[config.mk]
export PLATFORM = sky130hd
export DESIGN_NAME = id_ex_pipe_flat
export DESIGN_NICKNAME = d
export VERILOG_FILES = /design/src/rtl/id_ex_pipe_if.sv /design/src/rtl/id_ex_pipe.sv /design/src/flat_wrapper.sv
export SDC_FILE = /design/constraint.sdc
export NUM_CORES = 1
export LEC_CHECK = 0
export CAP_MARGIN = 20
export CORE_UTILIZATION = 40
export CTS_BUF_LIST = sky130_fd_sc_hd__clkbuf_2 sky130_fd_sc_hd__clkbuf_4 sky130_fd_sc_hd__clkbuf_8
export CTS_CLUSTER_SIZE = 40
export DETAILED_ROUTE_END_ITERATION = 6
export GPL_ROUTABILITY_DRIVEN = 0
export GPL_TIMING_DRIVEN = 0
export PLACE_DENSITY = 0.81
export SLEW_MARGIN = 40
export SYNTH_ARGS = -nofsm -noshare
export SYNTH_HDL_FRONTEND = slang
export SYNTH_SLANG_ARGS = --single-unit
[constraint.sdc]
create_clock -name clk -period 9.02 [get_ports clk]
set_input_delay 0.902 -clock clk [delete_from_list [all_inputs] [get_ports clk]]
set_output_delay 0.902 -clock clk [all_outputs]
set_load 0.005 [all_outputs]
[src/rtl/id_ex_pipe_if.sv]
// ID/EX pipeline bundle: decode-side operands, writeback bypass inputs,
// EX-side control inputs, and the registered EX-stage outputs.
// master = upstream/downstream environment, slave = the pipeline register.
interface id_ex_pipe_if #(
    parameter int DATA_W = 32,
    parameter int REG_AW = 5,
    parameter int CTRL_W = 9
);
    // Decode stage
    logic              id_valid;
    logic [DATA_W-1:0] id_a;
    logic [DATA_W-1:0] id_b;
    logic [REG_AW-1:0] id_rs;
    logic [REG_AW-1:0] id_rt;
    logic [REG_AW-1:0] id_rd;
    logic [DATA_W-1:0] id_imm;
    logic [CTRL_W-1:0] id_ctrl;
    // Writeback bypass
    logic              wb_regwrite;
    logic [REG_AW-1:0] wb_rd;
    logic [DATA_W-1:0] wb_data;
    // Pipeline control
    logic              ex_stall;
    logic              flush;
    logic              id_stall;
    // Execute stage
    logic              ex_valid;
    logic [DATA_W-1:0] ex_a;
    logic [DATA_W-1:0] ex_b;
    logic [REG_AW-1:0] ex_rs;
    logic [REG_AW-1:0] ex_rt;
    logic [REG_AW-1:0] ex_rd;
    logic [DATA_W-1:0] ex_imm;
    logic [CTRL_W-1:0] ex_ctrl;

    modport master (
        output id_valid, id_a, id_b, id_rs, id_rt, id_rd, id_imm, id_ctrl,
        output wb_regwrite, wb_rd, wb_data,
        output ex_stall, flush,
        input  id_stall,
        input  ex_valid, ex_a, ex_b, ex_rs, ex_rt, ex_rd, ex_imm, ex_ctrl
    );

    modport slave (
        input  id_valid, id_a, id_b, id_rs, id_rt, id_rd, id_imm, id_ctrl,
        input  wb_regwrite, wb_rd, wb_data,
        input  ex_stall, flush,
        output id_stall,
        output ex_valid, ex_a, ex_b, ex_rs, ex_rt, ex_rd, ex_imm, ex_ctrl
    );
endinterface

[src/rtl/id_ex_pipe.sv]
// ID/EX pipeline register with same-cycle writeback bypass, load-use
// bubble insertion, EX stall hold and branch flush.
// Optional macro PIPE_PERF_CNT_EN adds perf_bubbles / perf_flushes counters.
module id_ex_pipe #(
    parameter int DATA_W = 32,
    parameter int REG_AW = 5,
    parameter int CTRL_W = 9
) (
    input  logic        clk,
    input  logic        rst,
    id_ex_pipe_if.slave bus
`ifdef PIPE_PERF_CNT_EN
    ,
    output logic [31:0] perf_bubbles,
    output logic [31:0] perf_flushes
`endif
);
    logic              r_valid;
    logic [DATA_W-1:0] r_a;
    logic [DATA_W-1:0] r_b;
    logic [REG_AW-1:0] r_rs;
    logic [REG_AW-1:0] r_rt;
    logic [REG_AW-1:0] r_rd;
    logic [DATA_W-1:0] r_imm;
    logic [CTRL_W-1:0] r_ctrl;

    logic              w_byp_a;
    logic              w_byp_b;
    logic [DATA_W-1:0] w_a_in;
    logic [DATA_W-1:0] w_b_in;
    logic              w_haz;

    // Bypass a writeback landing this cycle (register file reads are stale);
    // index 0 is hard-wired zero and never bypasses.
    always_comb begin
        w_byp_a = bus.wb_regwrite && (bus.wb_rd != '0) && (bus.wb_rd == bus.id_rs);
        w_byp_b = bus.wb_regwrite && (bus.wb_rd != '0) && (bus.wb_rd == bus.id_rt);
        w_a_in  = w_byp_a ? bus.wb_data : bus.id_a;
        w_b_in  = w_byp_b ? bus.wb_data : bus.id_b;
    end

    // Load in EX whose destination feeds an ID source: needs one bubble
    always_comb begin
        w_haz = r_valid && r_ctrl[1] && (r_rt != '0) && bus.id_valid &&
                ((r_rt == bus.id_rs) || (r_rt == bus.id_rt));
        bus.id_stall = bus.ex_stall || w_haz;
    end

    // Pipeline register: flush > stall > hazard bubble > load > idle bubble
    always_ff @(posedge clk or posedge rst) begin
        if (rst) begin
            r_valid <= 1'b0;
            r_a     <= '0;
            r_b     <= '0;
            r_rs    <= '0;
            r_rt    <= '0;
            r_rd    <= '0;
            r_imm   <= '0;
            r_ctrl  <= '0;
        end else if (bus.flush) begin
            r_valid <= 1'b0;
            r_ctrl  <= '0;
        end else if (bus.ex_stall) begin
            r_valid <= r_valid;
        end else if (w_haz || !bus.id_valid) begin
            r_valid <= 1'b0;
            r_ctrl  <= '0;
        end else begin
            r_valid <= 1'b1;
            r_a     <= w_a_in;
            r_b     <= w_b_in;
            r_rs    <= bus.id_rs;
            r_rt    <= bus.id_rt;
            r_rd    <= bus.id_rd;
            r_imm   <= bus.id_imm;
            r_ctrl  <= bus.id_ctrl;
        end
    end

    assign bus.ex_valid = r_valid;
    assign bus.ex_a     = r_a;
    assign bus.ex_b     = r_b;
    assign bus.ex_rs    = r_rs;
    assign bus.ex_rt    = r_rt;
    assign bus.ex_rd    = r_rd;
    assign bus.ex_imm   = r_imm;
    assign bus.ex_ctrl  = r_ctrl;

`ifdef PIPE_PERF_CNT_EN
    logic [31:0] r_perf_bubbles;
    logic [31:0] r_perf_flushes;

    // Count hazard bubbles and flushes exactly when those update rules win
    always_ff @(posedge clk or posedge rst) begin
        if (rst) begin
            r_perf_bubbles <= '0;
            r_perf_flushes <= '0;
        end else if (bus.flush) begin
            r_perf_flushes <= r_perf_flushes + 32'd1;
        end else if (!bus.ex_stall && w_haz) begin
            r_perf_bubbles <= r_perf_bubbles + 32'd1;
        end
    end

    assign perf_bubbles = r_perf_bubbles;
    assign perf_flushes = r_perf_flushes;
`endif
endmodule

[src/flat_wrapper.sv]
// flat-port wrapper written by rule: the top's interface ports become plain ports
module id_ex_pipe_flat 
#(
    parameter int DATA_W = 32,
    parameter int REG_AW = 5,
    parameter int CTRL_W = 9
)
  (clk, rst, bus_id_valid, bus_id_a, bus_id_b, bus_id_rs, bus_id_rt, bus_id_rd, bus_id_imm, bus_id_ctrl, bus_wb_regwrite, bus_wb_rd, bus_wb_data, bus_ex_stall, bus_flush, bus_id_stall, bus_ex_valid, bus_ex_a, bus_ex_b, bus_ex_rs, bus_ex_rt, bus_ex_rd, bus_ex_imm, bus_ex_ctrl);
  id_ex_pipe_if #(.DATA_W(DATA_W), .REG_AW(REG_AW), .CTRL_W(CTRL_W)) bus_i ();
  input  logic clk;
  input  logic rst;
  input wire logic [$bits(bus_i.id_valid)-1:0] bus_id_valid;
  input wire logic [$bits(bus_i.id_a)-1:0] bus_id_a;
  input wire logic [$bits(bus_i.id_b)-1:0] bus_id_b;
  input wire logic [$bits(bus_i.id_rs)-1:0] bus_id_rs;
  input wire logic [$bits(bus_i.id_rt)-1:0] bus_id_rt;
  input wire logic [$bits(bus_i.id_rd)-1:0] bus_id_rd;
  input wire logic [$bits(bus_i.id_imm)-1:0] bus_id_imm;
  input wire logic [$bits(bus_i.id_ctrl)-1:0] bus_id_ctrl;
  input wire logic [$bits(bus_i.wb_regwrite)-1:0] bus_wb_regwrite;
  input wire logic [$bits(bus_i.wb_rd)-1:0] bus_wb_rd;
  input wire logic [$bits(bus_i.wb_data)-1:0] bus_wb_data;
  input wire logic [$bits(bus_i.ex_stall)-1:0] bus_ex_stall;
  input wire logic [$bits(bus_i.flush)-1:0] bus_flush;
  output wire logic [$bits(bus_i.id_stall)-1:0] bus_id_stall;
  output wire logic [$bits(bus_i.ex_valid)-1:0] bus_ex_valid;
  output wire logic [$bits(bus_i.ex_a)-1:0] bus_ex_a;
  output wire logic [$bits(bus_i.ex_b)-1:0] bus_ex_b;
  output wire logic [$bits(bus_i.ex_rs)-1:0] bus_ex_rs;
  output wire logic [$bits(bus_i.ex_rt)-1:0] bus_ex_rt;
  output wire logic [$bits(bus_i.ex_rd)-1:0] bus_ex_rd;
  output wire logic [$bits(bus_i.ex_imm)-1:0] bus_ex_imm;
  output wire logic [$bits(bus_i.ex_ctrl)-1:0] bus_ex_ctrl;
  assign bus_i.id_valid = bus_id_valid;
  assign bus_i.id_a = bus_id_a;
  assign bus_i.id_b = bus_id_b;
  assign bus_i.id_rs = bus_id_rs;
  assign bus_i.id_rt = bus_id_rt;
  assign bus_i.id_rd = bus_id_rd;
  assign bus_i.id_imm = bus_id_imm;
  assign bus_i.id_ctrl = bus_id_ctrl;
  assign bus_i.wb_regwrite = bus_wb_regwrite;
  assign bus_i.wb_rd = bus_wb_rd;
  assign bus_i.wb_data = bus_wb_data;
  assign bus_i.ex_stall = bus_ex_stall;
  assign bus_i.flush = bus_flush;
  assign bus_id_stall = bus_i.id_stall;
  assign bus_ex_valid = bus_i.ex_valid;
  assign bus_ex_a = bus_i.ex_a;
  assign bus_ex_b = bus_i.ex_b;
  assign bus_ex_rs = bus_i.ex_rs;
  assign bus_ex_rt = bus_i.ex_rt;
  assign bus_ex_rd = bus_i.ex_rd;
  assign bus_ex_imm = bus_i.ex_imm;
  assign bus_ex_ctrl = bus_i.ex_ctrl;
  id_ex_pipe #(.DATA_W(DATA_W), .REG_AW(REG_AW), .CTRL_W(CTRL_W)) u_core (.clk(clk), .rst(rst), .bus(bus_i));
endmodule
Word level (Yosys, flattened, before mapping)

Index checks and enable logic that the tools add are counted.

Register bits: 121

Equality and inequality tests: 5
Multiplexer cells: 8
Bitwise gates (word level): 3
Reduce and logical (&&, ||, !) cells: 14

Operator list:

| cell                                                                    | number |
|---|---|
| 32-bit two-way mux                                                      | 2 |
| 9-bit two-way mux                                                       | 3 |
| 5-bit == test                                                           | 4 |
| 5-bit nonzero test                                                      | 2 |
| 1-bit logical AND                                                       | 7 |
| 1-bit logical OR                                                        | 3 |
| 1-bit two-way mux                                                       | 3 |
| 1-bit inverter                                                          | 3 |
| 3-bit AND reduction                                                     | 1 |
| 2-bit by 1-bit inequality test with 1-bit output, second input constant | 1 |
| 1-bit zero test                                                         | 1 |

Logic depth before layout (Yosys ltp)

Depth after elaboration: 8
Mapped depth: 7
Depth with buffers taken out: 5

Worst setup path before layout

No wires, ideal clock.

Path kind: input port to output port
Start: input port bus_id_rs[4]
End: output port bus_id_stall
Arrival time: 1504 ps
Required time: 8118 ps
Path slack: 6614 ps
Stages: 4
Buffers on the path: 0
Cells stage by stage: xnor2_1 > nand3_1 > o22ai_1 > a21o_1

Word-level cells in the longest chain between the ends: 4

RTL lines:

| what              | line               | source |
|---|---|---|
| from (decl)       | flat_wrapper.sv:15 | `input wire logic [$bits(bus_i.id_rs)-1:0] bus_id_rs;` |
| 5-bit == test     | id_ex_pipe.sv:45   | `((r_rt == bus.id_rs) \|\| (r_rt == bus.id_rt));` |
| 1-bit logical OR  | id_ex_pipe.sv:45   |  |
| 1-bit logical AND | id_ex_pipe.sv:44   | `w_haz = r_valid && r_ctrl[1] && (r_rt != '0) && bus.id_valid &&` |
| 1-bit logical OR  | id_ex_pipe.sv:46   | `bus.id_stall = bus.ex_stall \|\| w_haz;` |
| to (decl)         | flat_wrapper.sv:25 | `output wire logic [$bits(bus_i.id_stall)-1:0] bus_id_stall;` |

No other way between the ends.

Worst setup path in the final report

Start: input port bus_id_rs[3]
End: output port bus_id_stall

The elaborated chain is that of the path after synthesis.

==> metrics <==
Pre-antenna DRT Iters=5; largest family of logic cells by synthesized area=multiplexers; post-synth cell types=29; RSZ-0062 raised after global routing=no; largest net degree at the start of global routing=64; slack of the critical path=5.41 ns; Critical Path End Type=output pin; HPWL after DPL=13300 um; initial core utilization=41.5%; xor and xnor fraction of the mapped netlist area=3.16%; H-tree lvl count=4; multiplexer share of the synthesized area=21.1%; register bit total from synthesis=121; Die Ht=120 um; share of Yosys cell area claimed by the top area cell type=54.7%; Layout Cells excl Fill=938; Clk pin slew, worst setup/hold paths=0.07 ns; sequential power share=43.1%; CP Data Required Time=8.12 ns; Max Fclk=277 MHz; DR iter-0 viols=187; Synth Instances=446; Top delay family on crit path=buffers and inverters; clk buf depth=2; All-Layer GR Usage=25.2%; via count of the first global-routing pass=5142; Max VDD drop=0.000141 V; Yosys Warn Count=0; # setup viols final=0; Slew @ Worst Pin=0.599 ns; Routed Antenna Nets=0; Tot Pwr=1.58 mW; Antenna diodes=0; routed via count=4776; multi-input logic area=2320 sq um; core area=13300 sq um; Die X=120 um; Sw Pwr=0.406 mW; FF+latch area=3030 sq um; Final Skew=0.00991 ns; Syn Std Cell Area=5540 sq um; DRC viols=0; Clk pwr share=29.9%; max incr delay on CP=0.58 ns; Placed Cells=907; Max Transition Viols Final=0; Synth Area in Adders=0%; CP bufs+invs=2; clock root cell=clkbuf_8; max_cap viols=0; CP Cell Sequence=clkdlybuf4s50_1 > xnor2_1 > nand3_1 > o22ai_1 > a21o_1 > clkdlybuf4s50_1; Setup TNS Final=0 ns; Worst setup SP type=input pin; Critical Path AT=2.70 ns; total gr overflow=0; Top Ports=285; Sinks on Clock Net=121; Syn Area/Cell=12.4 sq um; Top FF cell, synth=dfrtp_1; commonest cells in the netlist=121 x dfrtp_1, 65 x nor2_1, 64 x a22oi_1, 64 x mux2i_1, 47 x mux2_2; final period utilization=40.0%; layout cells sized above 1=13.9%; worst hold path type=reg -> reg; Post-synth EDFFs=0; worst hold slack=0.507 ns; most common cell in the netlist=dfrtp_1; first-pass GRT wire length=27300 um; max_slew headroom=60.0%; TritonCTS buffer count=17; Pint=1.17 mW; Post-CTS Resized=0; Placement Setup Slack=5.42 ns; Clock Latency Late Sink=0.44 ns; die area=14300 sq um; row cnt=42; Post-CTS Setup Repair Bufs=0; Synth Area in Simple Gates=6.53%; Final Critical Period=3.61 ns; CTS tree=yes; Yosys top cell by area=dfrtp_1; initial antenna violation count=0; I/O Buffers=284; Logic pwr share=27.1%; sequential area share after synthesis=54.7%; Slowest-stage cell, CP=clkdlybuf4s50_1; Post-synth ARST share=100%; Filler Cells Inserted=1051; Critical Path Fanout Max=3; pwr dens=175 nW/um^2; sw frac=25.8%; synth-to-layout area growth=62.8%; status=complete, no violations; cts hold-fix bufs=0; Synth Area in Compound Gates=11.0%; main area contributors after synthesis=dfrtp_1 55%, mux2i_1 12%, mux2_2 9.6%, a22oi_1 8.7%, nor2_1 4.4%; drt total wl=17300 um; Leakage=3.47 nW; Via-to-Cell Ratio=5.09; Net count, final=913; most used cell along the critical path=clkdlybuf4s50_1; syn nets=609; final hold violations=0; Setup Crit Path Kind=in -> out; Routed WL per cell=18.5 um
power by group through the flow:
stage          clock network (mW)  registers (mW)  logic (mW)
6_report                    0.470           0.678       0.426
5_1_grt                     0.504           0.688       0.457
4_1_cts                     0.482           0.678       0.432
3_5_place_dp                    0           0.687       0.430
3_3_place_gp                    0           0.682       0.420
2_1_floorplan                   0           0.689       0.134
metrics by stage:
stage / cell area (sq um) / utilization, %
after global placement: 8600 / 64.4
after global routing: 9010 / 67.5
after floorplan: 5540 / -
after CTS: 9010 / 67.5
final: 9010 / 67.5
after detailed placement: 8640 / 64.7
placed cells by master (no fill, tap or decap), types with 6 or more instances in the layout:
cell / synthesis / final
mux2i_1: 64 / 64
clkdlybuf4s50_1: 0 / 284
buf_6: 6 / 6
mux2_2: 47 / 47
a22oi_1: 64 / 64
clkbuf_1: 13 / 13
clkbuf_8: 0 / 18
dfrtp_1: 121 / 121
xnor2_1: 18 / 18
buf_2: 11 / 11
nor2_1: 65 / 65
a22o_1: 9 / 9
flip-flops by register name (all words and copies together) (netlist names):
signal and flops:
u_core.bus.ex_a 32, u_core.bus.ex_b 32, u_core.bus.ex_imm 32, u_core.bus.ex_ctrl 9
u_core.bus.ex_rd 5, u_core.bus.ex_rs 5, u_core.bus.ex_rt 5, u_core.bus.ex_valid 1
per-layer routing:
| metal | global-route usage (%) | wire (um) | vias to the layer above |
|---|---|---|---|
| li1 | - | - | 2222 |
| met1 | 28.7 | 6860 | 2339 |
| met2 | 43.1 | 8670 | 190 |
| met3 | 9.08 | 1440 | 25 |
| met4 | 9.69 | 363 | 0 |
| met5 | 0 | 0 | - |
worst paths after layout:
| check | slack (ns) | to | depth (start not counted) | startpoint |
|---|---|---|---|---|
| min in group asynchronous | 0.88 | u_core.bus.ex_rd[3]$_DFFE_PP0P_ | 2 | rst |
| max in group asynchronous | 7.47 | u_core.bus.ex_b[17]$_DFFE_PP0P_ | 3 | rst |
| min | 0.51 | u_core.bus.ex_ctrl[0]$_DFFE_PP0P_ | 1 | u_core.bus.ex_ctrl[0]$_DFFE_PP0P_ |
| max | 5.41 | bus_id_stall | 6 | bus_id_rs[3] |
| max reg2reg | 6.84 | u_core.bus.ex_a[18]$_DFFE_PP0P_ | 7 | u_core.bus.ex_rt[0]$_DFFE_PP0P_ |
| min reg2reg | 0.51 | u_core.bus.ex_ctrl[0]$_DFFE_PP0P_ | 1 | u_core.bus.ex_ctrl[0]$_DFFE_PP0P_ |
cell type report:
| cell class | instances | share of cell area (%) |
|---|---|---|
| Sequential cell | 121 | 33.6 |
| Timing Repair Buffer | 285 | 31.8 |
| Multi-Input combinational cell | 291 | 25.7 |
| Clock buffer | 22 | 3.08 |
| Tap cell | 176 | 2.44 |
| Buffer | 33 | 2.11 |
| Clock inverter | 9 | 1.11 |
| Inverter | 1 | 0.125 |
cell families after synthesis:
group	after synthesis
flip-flops	121
AO/OA/AOI/OAI	79
AND/OR/NAND/NOR	81
buffers and inverters	34
multiplexers	111
XOR/XNOR	20
No activity file was read; power rests on OpenSTA's default activity.
